`config.mk`:
```
export PLATFORM = sky130hd
export DESIGN_NAME = inv_shift_rows_buf
export DESIGN_NICKNAME = d
export VERILOG_FILES = /design/src/rtl/inv_shift_rows_buf.sv
export SDC_FILE = /design/constraint.sdc
export NUM_CORES = 1
export LEC_CHECK = 0
export CORE_MARGIN = 4
export CORE_UTILIZATION = 52
export DETAILED_ROUTE_END_ITERATION = 6
export PLACE_DENSITY = 0.85
export RECOVER_POWER = 100
export SLEW_MARGIN = 5
export SYNTH_ARGS = -nofsm -noshare
export SYNTH_HDL_FRONTEND = slang
export SYNTH_SLANG_ARGS = --single-unit
```
`constraint.sdc`:
```
create_clock -name clk -period 32.3 [get_ports clk]
set_input_delay 4.845 -clock clk [delete_from_list [all_inputs] [get_ports clk]]
set_output_delay 4.845 -clock clk [all_outputs]
set_load 0.01 [all_outputs]
```
`src/rtl/inv_shift_rows_buf.sv`:
```
// AES InvShiftRows stage followed by a small elastic FIFO. Row r of the state is
// cyclically right-shifted by r columns before the state is stored.
module inv_shift_rows_buf #(
  parameter int DEPTH = 2,
  parameter int CNT_W = 32
) (
  input  logic             clk,
  input  logic             rst_n,
  input  logic             flush,
  input  logic             in_valid,
  output logic             in_ready,
  input  logic [127:0]     in_data,
  output logic             out_valid,
  input  logic             out_ready,
  output logic [127:0]     out_data,
  output logic [CNT_W-1:0] blk_cnt,
  output logic             empty,
  output logic             full
);

  localparam int AW = $clog2(DEPTH);

  logic [127:0] mem [DEPTH];
  logic [AW-1:0] wr_ptr;
  logic [AW-1:0] rd_ptr;
  logic [AW:0]   count;
  logic          push;
  logic          pop;

  // Byte s[r][c] lives at bits 127-8(4c+r); output s'[r][c] = s[r][(c-r) mod 4].
  function automatic logic [127:0] inv_shift(input logic [127:0] s);
    logic [127:0] res;
    res = '0;
    for (int c = 0; c < 4; c++) begin
      for (int r = 0; r < 4; r++) begin
        res[127-8*(4*c+r) -: 8] = s[127-8*(4*((c-r+4)%4)+r) -: 8];
      end
    end
    return res;
  endfunction

  assign empty     = (count == '0);
  assign full      = (count == (AW+1)'(DEPTH));
  assign in_ready  = !full;
  assign out_valid = !empty;
  assign out_data  = mem[rd_ptr];
  assign push      = in_valid && in_ready;
  assign pop       = out_valid && out_ready;

  always_ff @(posedge clk) begin
    if (push && !flush) begin
      mem[wr_ptr] <= inv_shift(in_data);
    end
  end

  // Flush takes priority over any handshake in the same cycle.
  always_ff @(posedge clk or negedge rst_n) begin
    if (!rst_n) begin
      wr_ptr  <= '0;
      rd_ptr  <= '0;
      count   <= '0;
      blk_cnt <= '0;
    end else if (flush) begin
      wr_ptr  <= '0;
      rd_ptr  <= '0;
      count   <= '0;
      blk_cnt <= '0;
    end else begin
      if (push) begin
        wr_ptr  <= wr_ptr + 1'b1;
        blk_cnt <= blk_cnt + 1'b1;
      end
      if (pop) begin
        rd_ptr <= rd_ptr + 1'b1;
      end
      case ({push, pop})
        2'b10:   count <= count + 1'b1;
        2'b01:   count <= count - 1'b1;
        default: count <= count;
      endcase
    end
  end

endmodule

```
==> results of run 1 <==
## layout by cell type (no fill, tap or decap), types with 2 or more instances in the layout
master	netlist	layout
dfrtp_1	36	36
a21oi_1	7	7
edfxtp_1	256	256
and3_1	3	3
or4_1	2	2
nor3_1	5	5
clkinv_1	0	8
xor2_1	23	23
xnor2_1	5	5
or3_1	4	4
and2_1	2	2
clkbuf_16	0	29
inv_1	5	5
mux2_2	128	106
nand4_1	12	12
mux2_1	0	22
dlygate4sd3_1	0	271
clkdlybuf4s50_1	0	25
nand2_1	18	18
clkinv_2	0	4
nor4_1	2	4
nor2_1	35	35
diode_2	0	7
nand3_1	13	13
o21ai_0	4	4
clkbuf_1	18	14
## power breakdown
group          internal, mW  switching, mW
clock network         0.173          0.130
logic                0.0468         0.0373
registers             0.428        0.00627
## synth_stat cells (2+ instances only)
| cell | instances | area (sq um) |
|---|---|---|
| nor3_1 | 5 | 25.0 |
| edfxtp_1 | 256 | 7690 |
| dfrtp_1 | 36 | 901 |
| nor2_1 | 35 | 131 |
| xor2_1 | 23 | 201 |
| nor4_1 | 2 | 12.5 |
| nand4_1 | 12 | 75.1 |
| and3_1 | 3 | 18.8 |
| and2_1 | 2 | 12.5 |
| clkbuf_1 | 18 | 67.6 |
| xnor2_1 | 5 | 43.8 |
| nand3_1 | 13 | 65.1 |
| nand2_1 | 18 | 67.6 |
| mux2_2 | 128 | 1440 |
| inv_1 | 5 | 18.8 |
| or3_1 | 4 | 25.0 |
| buf_1 | 2 | 7.51 |
| o21ai_0 | 4 | 20.0 |
| or4_1 | 2 | 15.0 |
| a21oi_1 | 7 | 35.0 |
## layer usage
layer | track usage, % | part of all wire (%) | vias up
li1 | - | - | 2906
met1 | 27.6 | 38 | 3193
met2 | 37.0 | 51 | 317
met3 | 6.41 | 9.4 | 37
met4 | 3.95 | 1.1 | 12
met5 | 0 | 0.29 | -
## cell type report
class                   instances  area share, %
multi-input cells             275           15.2
flip-flops and latches        292           56.8
repair buffers                303           19.8
diodes                          7          0.116
well taps                     270           2.24
clock inverters                14          0.580
inverters                       6          0.166
clock buffers                  37           5.07
## stage by stage
step / cell area, sq um / hold slack (ns) / instances
2_1_floorplan: 11000 / 0.519 / 593
3_3_place_gp: 14300 / 0.535 / 1146
3_5_place_dp: 14300 / 0.535 / 1146
4_1_cts: 15200 / 0.555 / 1197
5_1_grt: 15100 / 0.610 / 1200
6_report: 15100 / 0.549 / 1204
## tightest hold or removal path: stages, from the launching register on
cell     delay [ns]
dfrtp_1        0.36
xor2_1         0.07
nor2_1         0.07
## state kept, by name (all words and copies together) (netlist names)
register and cells:
count 2, blk_cnt 32, mem 256, rd_ptr 1, wr_ptr 1
## final timing paths
| check | endpoint | from | slack [ns] | cells past startpoint |
|---|---|---|---|---|
| min reg2reg | blk_cnt[31] | blk_cnt[31] | 0.55 | 2 |
| min | blk_cnt[31] | blk_cnt[31] | 0.55 | 2 |
| max reg2reg | mem[1][47] | count[1] | 27.32 | 4 |
| max in group asynchronous | blk_cnt[16] | rst_n | 25.68 | 2 |
| max | out_data[0] | rd_ptr | 20.77 | 3 |
| min in group asynchronous | blk_cnt[9] | rst_n | 5.44 | 2 |
## logic make-up after synthesis
| family | synth area share [%] |
|---|---|
| flops | 78.0 |
| fa+ha+maj | 0.114 |
| mux | 13.1 |
| xor+xnor | 2.23 |
| compound gates | 0.864 |
| buf+inv | 0.909 |
| simple gates | 4.78 |
==> impl_metrics.toml, run 1 <==
[status]
status = "finished, violations left"
violations = "max-capacitance violations, max-slew violations"

[critical_path]
cp_data_arrival_time_ns = 6.68
critPathMaxFanout = 71
cp_slowest_stage_delay_ns = 2.81
worstSetupEndpointType = "output pin"
path_cells = "clkbuf_1 -> mux2_2 -> dlygate4sd3_1"
crit_required_ns = 27.45
critPathKind = "reg2out"
cp_top_family = "buffers and inverters"
start_kind = "flip-flop"
crit_slowest_cell = "clkbuf_1"
cp_num_buf_inv = 2

[grt]
grt_antenna_before_repair = 11
overflow = 0
grt_usage_pct = 21.5
grt_max_degree = 82
grt_pass1_wl_um = 39900
grt_pass1_vias = 6804

[placed_design]
hpwl_um = 17600
place_worst_setup_slack_ns = 24.69
gp_congestion = 0.804
numPortBuffers = 296

[yosys]
yosysSeqAreaShare_pct = 78.0
async_flop_share_pct = 12.3
yosysWarningCount = 0
synth-seq-cells = 292
synth_cells = 593
syn-cell-area_sq_um = 11000
synth-edff-count = 256
synthFlopType = "edfxtp_1"
yosysUniqueCellTypes = 33
synth_area_per_cell_sq_um = 18.6
syn_nets = 727

[clocking]
cts_tree = "yes"
clockBufferDepth = 3
cts.repair.resized = 0
postCtsSetupRepairBufs = 0
cts-htree-levels = 1
cts.clk_slew.worst_paths_ns = 0.06
cts_buffers = 28
ctsRootBufferMaster = "clkbuf_16"
clkSinkCount = 292
clk_latency_ns = 0.53
cts_hold_buffers = 0

[timing]
maxSlewHeadroom_pct = -210
setup_tns_ns = 0
finalHoldViolCount = 0
clock.fmax_ghz = 0.0868
tightestPinTransition_ns = 4.65
post-route-min-period_ns = 11.53
period_share_pct = 35.7
setup_viol = 0
skew_ns = 0.0200
rsz0062_at_grt = "false"
setup_slack_ns = 20.77
drv_slew = 478

[pwr]
pwr_density_cell_nw_per_um2 = 54.4
vdd_drop_max_v = 0.0000371
power_uw = 822
power.leakage_nw = 5.32

[floorplanning]
rows = 52
core_area_sq_um = 20600
die_x_um = 154
die_area_sq_um = 23600
die_h_um = 154
ioPinCount = 297
start_util_pct = 53.5

[layout]
synthToLayoutAreaGrowth_pct = 37.3
multi_input_area_sq_um = 2300
layout.nets = 1040
drive_gt1_share_pct = 15.7
final_util_pct = 73.5
n_fill_cell = 1245
seq_area_sq_um = 8590

[drt]
drc = 0
ant_nets = 0
viasPerCell = 5.37
wl_per_cell_um = 21.6
drt_first_pass_iters = 4
postRouteWirelength_um = 26000
drt_iter0_drc = 425
route.vias.total = 6465

[min_path]
hold_path.class = "reg2reg"

[run]
drv_cap = 9
Note: power is estimated with default switching activity, not from simulation.
==> inputs of run 2 (changes only) <==
CORE_UTILIZATION = 48   (was 52)
PLACE_DENSITY = 0.79   (was 0.85)
clock period = 11.7 ns   (was 32.3 ns; I/O delays follow)
==> run 2 against run 1 <==
Against the previous run:
- the run still ends with max-capacitance violations, max-slew violations left
- die area increased by 7.9%
- global-route usage fell by 2.7 points
- worst setup slack worse by 17 ns
- first-iteration DRC count fell by 20%
- worst hold slack improved by 0.013 ns
- final cell count rose by 1.7%
- wire length is 5.7% lower
- final area is 0.29% higher
- clock power increased to 2.8 times the previous value
- critical path depth did not move
- via count fell by 1.9%
- clock-buffer cell count fell by 4
- critical endpoint is now out_data[123]
- largest cell class unchanged
- largest power group unchanged
==> impl_metrics.toml, run 2 (synthesis gave the netlist of run 1 again) <==
[grt]
grt_usage_pct = 18.8
use_met3_pct = 5.85
busiest_layer = "met2"
overflow = 0
grt_pass1_wl_um = 38100
grt_pass1_vias = 6593
use_met2_pct = 31.9
grt_max_degree = 85
globalRouteMet1Util_pct = 23.7
grt_antenna_before_repair = 13

[clocking]
cts_buffers = 29
cts_tree = "yes"
cts.repair.resized = 0
cts-htree-levels = 1
cts.clk_slew.worst_paths_ns = 0.06
clockBufferDepth = 3
clk_latency_ns = 0.53
postCtsSetupRepairBufs = 0
ctsRootBufferMaster = "clkbuf_16"
clkSinkCount = 292
cts_hold_buffers = 0

[drt]
drt_first_pass_iters = 4
wl_per_cell_um = 20.0
viasPerCell = 5.18
route.vias.total = 6343
ant_nets = 0
drt_iter0_drc = 340
postRouteWirelength_um = 24500
drc = 0

[min_path]
hold_path.class = "reg2reg"

[layout]
layout.nets = 1041
top_register = "mem"
layoutNonFillerInstCount = 1224
drive_gt1_share_pct = 18.0
synthToLayoutAreaGrowth_pct = 37.7
n_fill_cell = 1547
final_util_pct = 67.1
largestRegisters = "mem (256), blk_cnt (32), count (2)"
mostFrequentLayoutCells = "dlygate4sd3_1 (286), edfxtp_1 (256), mux2_2 (121)"
final_common_cell = "dlygate4sd3_1"
multi_input_area_sq_um = 2300
seq_area_sq_um = 8590
largest_register_ffs = 256

[pwr]
power.leakage_nw = 5.34
vdd_drop_max_v = 0.000111
pwr_density_cell_nw_per_um2 = 150

[timing]
setup_tns_ns = 0
period_share_pct = 67.1
post-route-min-period_ns = 7.85
clock.fmax_ghz = 0.127
maxSlewHeadroom_pct = -213
drv_slew = 392
skew_ns = 0.0144
rsz0062_at_grt = "false"
tightestPinTransition_ns = 4.70
setup_slack_ns = 3.85
hold_slack_ns = 0.562
setup_viol = 0
finalHoldViolCount = 0

[placed_design]
place_inst = 1161
numPortBuffers = 296
gp_congestion = 0.850
hpwl_um = 16500
place_worst_setup_slack_ns = 7.12

[status]
status = "finished, violations left"
violations = "max-capacitance violations, max-slew violations"

[critical_path]
worstSetupEndpointType = "output pin"
critPathKind = "reg2out"
crit_required_ns = 9.95
cp_data_arrival_time_ns = 6.09
start_kind = "flip-flop"
critPathMaxFanout = 84

[floorplanning]
die_area_sq_um = 25400
die_h_um = 159
rows = 55
ioPinCount = 297
die_x_um = 159
core_area_sq_um = 22600
start_util_pct = 48.8

[run]
drv_cap = 7
-- run 2: cell count changes in the layout (fill, tap and decap cells not counted), moves of 2 or more --
cell / previous run / this run
clkbuf_1: 14 / 10
clkdlybuf4s50_1: 25 / 10
clkinv_1: 8 / 10
clkinv_2: 4 / 8
diode_2: 7 / 9
dlygate4sd3_1: 271 / 286
mux2_1: 22 / 7
mux2_2: 106 / 121
-- run 2: per-layer routing --
metal | part of all wire (%) | up-vias
met2 | 51 | 239
met4 | 1.6 | 8
met3 | 8.4 | 38
met1 | 39 | 3138
li1 | - | 2920
met5 | 0.20 | -
-- run 2: power by group --
part / internal [mW] / total, mW / leakage, nW / switching (mW)
Clock: 0.474 / 0.838 / 0.432 / 0.363
Sequential: 1.18 / 1.20 / 2.85 / 0.0150
Combinational: 0.129 / 0.232 / 2.06 / 0.102
Total: 1.79 / 2.27 / 5.34 / 0.481
-- run 2: worst max-delay path, stage by stage, from the launching register on --
cell and delay [ns]:
dfrtp_4 0.81, clkbuf_1 3.30, mux2_2 0.64, dlygate4sd3_1 0.65
-- run 2: area by class of cell --
class,count,share of cell area (%)
inverters,6,0.165
clock buffers,33,4.89
diodes,9,0.149
well taps,285,2.35
clock inverters,21,0.826
flip-flops and latches,292,56.7
repair buffers,303,19.7
multi-input cells,275,15.2
-- run 2: worst paths after layout --
kind / slack, ns / from / to / cells after the start
worst min-delay path: 0.56 / blk_cnt[11] / blk_cnt[11] / 2
max in group asynchronous: 7.91 / rst_n / rd_ptr / 2
worst max-delay path: 3.85 / rd_ptr / out_data[123] / 3
min in group asynchronous: 2.35 / rst_n / blk_cnt[11] / 2
worst max register to register: 6.87 / rd_ptr / rd_ptr / 3
worst min register to register: 0.56 / blk_cnt[11] / blk_cnt[11] / 2
-- run 2: per-stage QoR --
| stage | total power, mW | cell area [sq um] |
|---|---|---|
| floorplan | 1.32 | 11000 |
| global placement | 1.47 | 14300 |
| detailed placement | 1.47 | 14300 |
| CTS | 2.31 | 15200 |
| global route | 2.36 | 15100 |
| finish | 2.27 | 15200 |
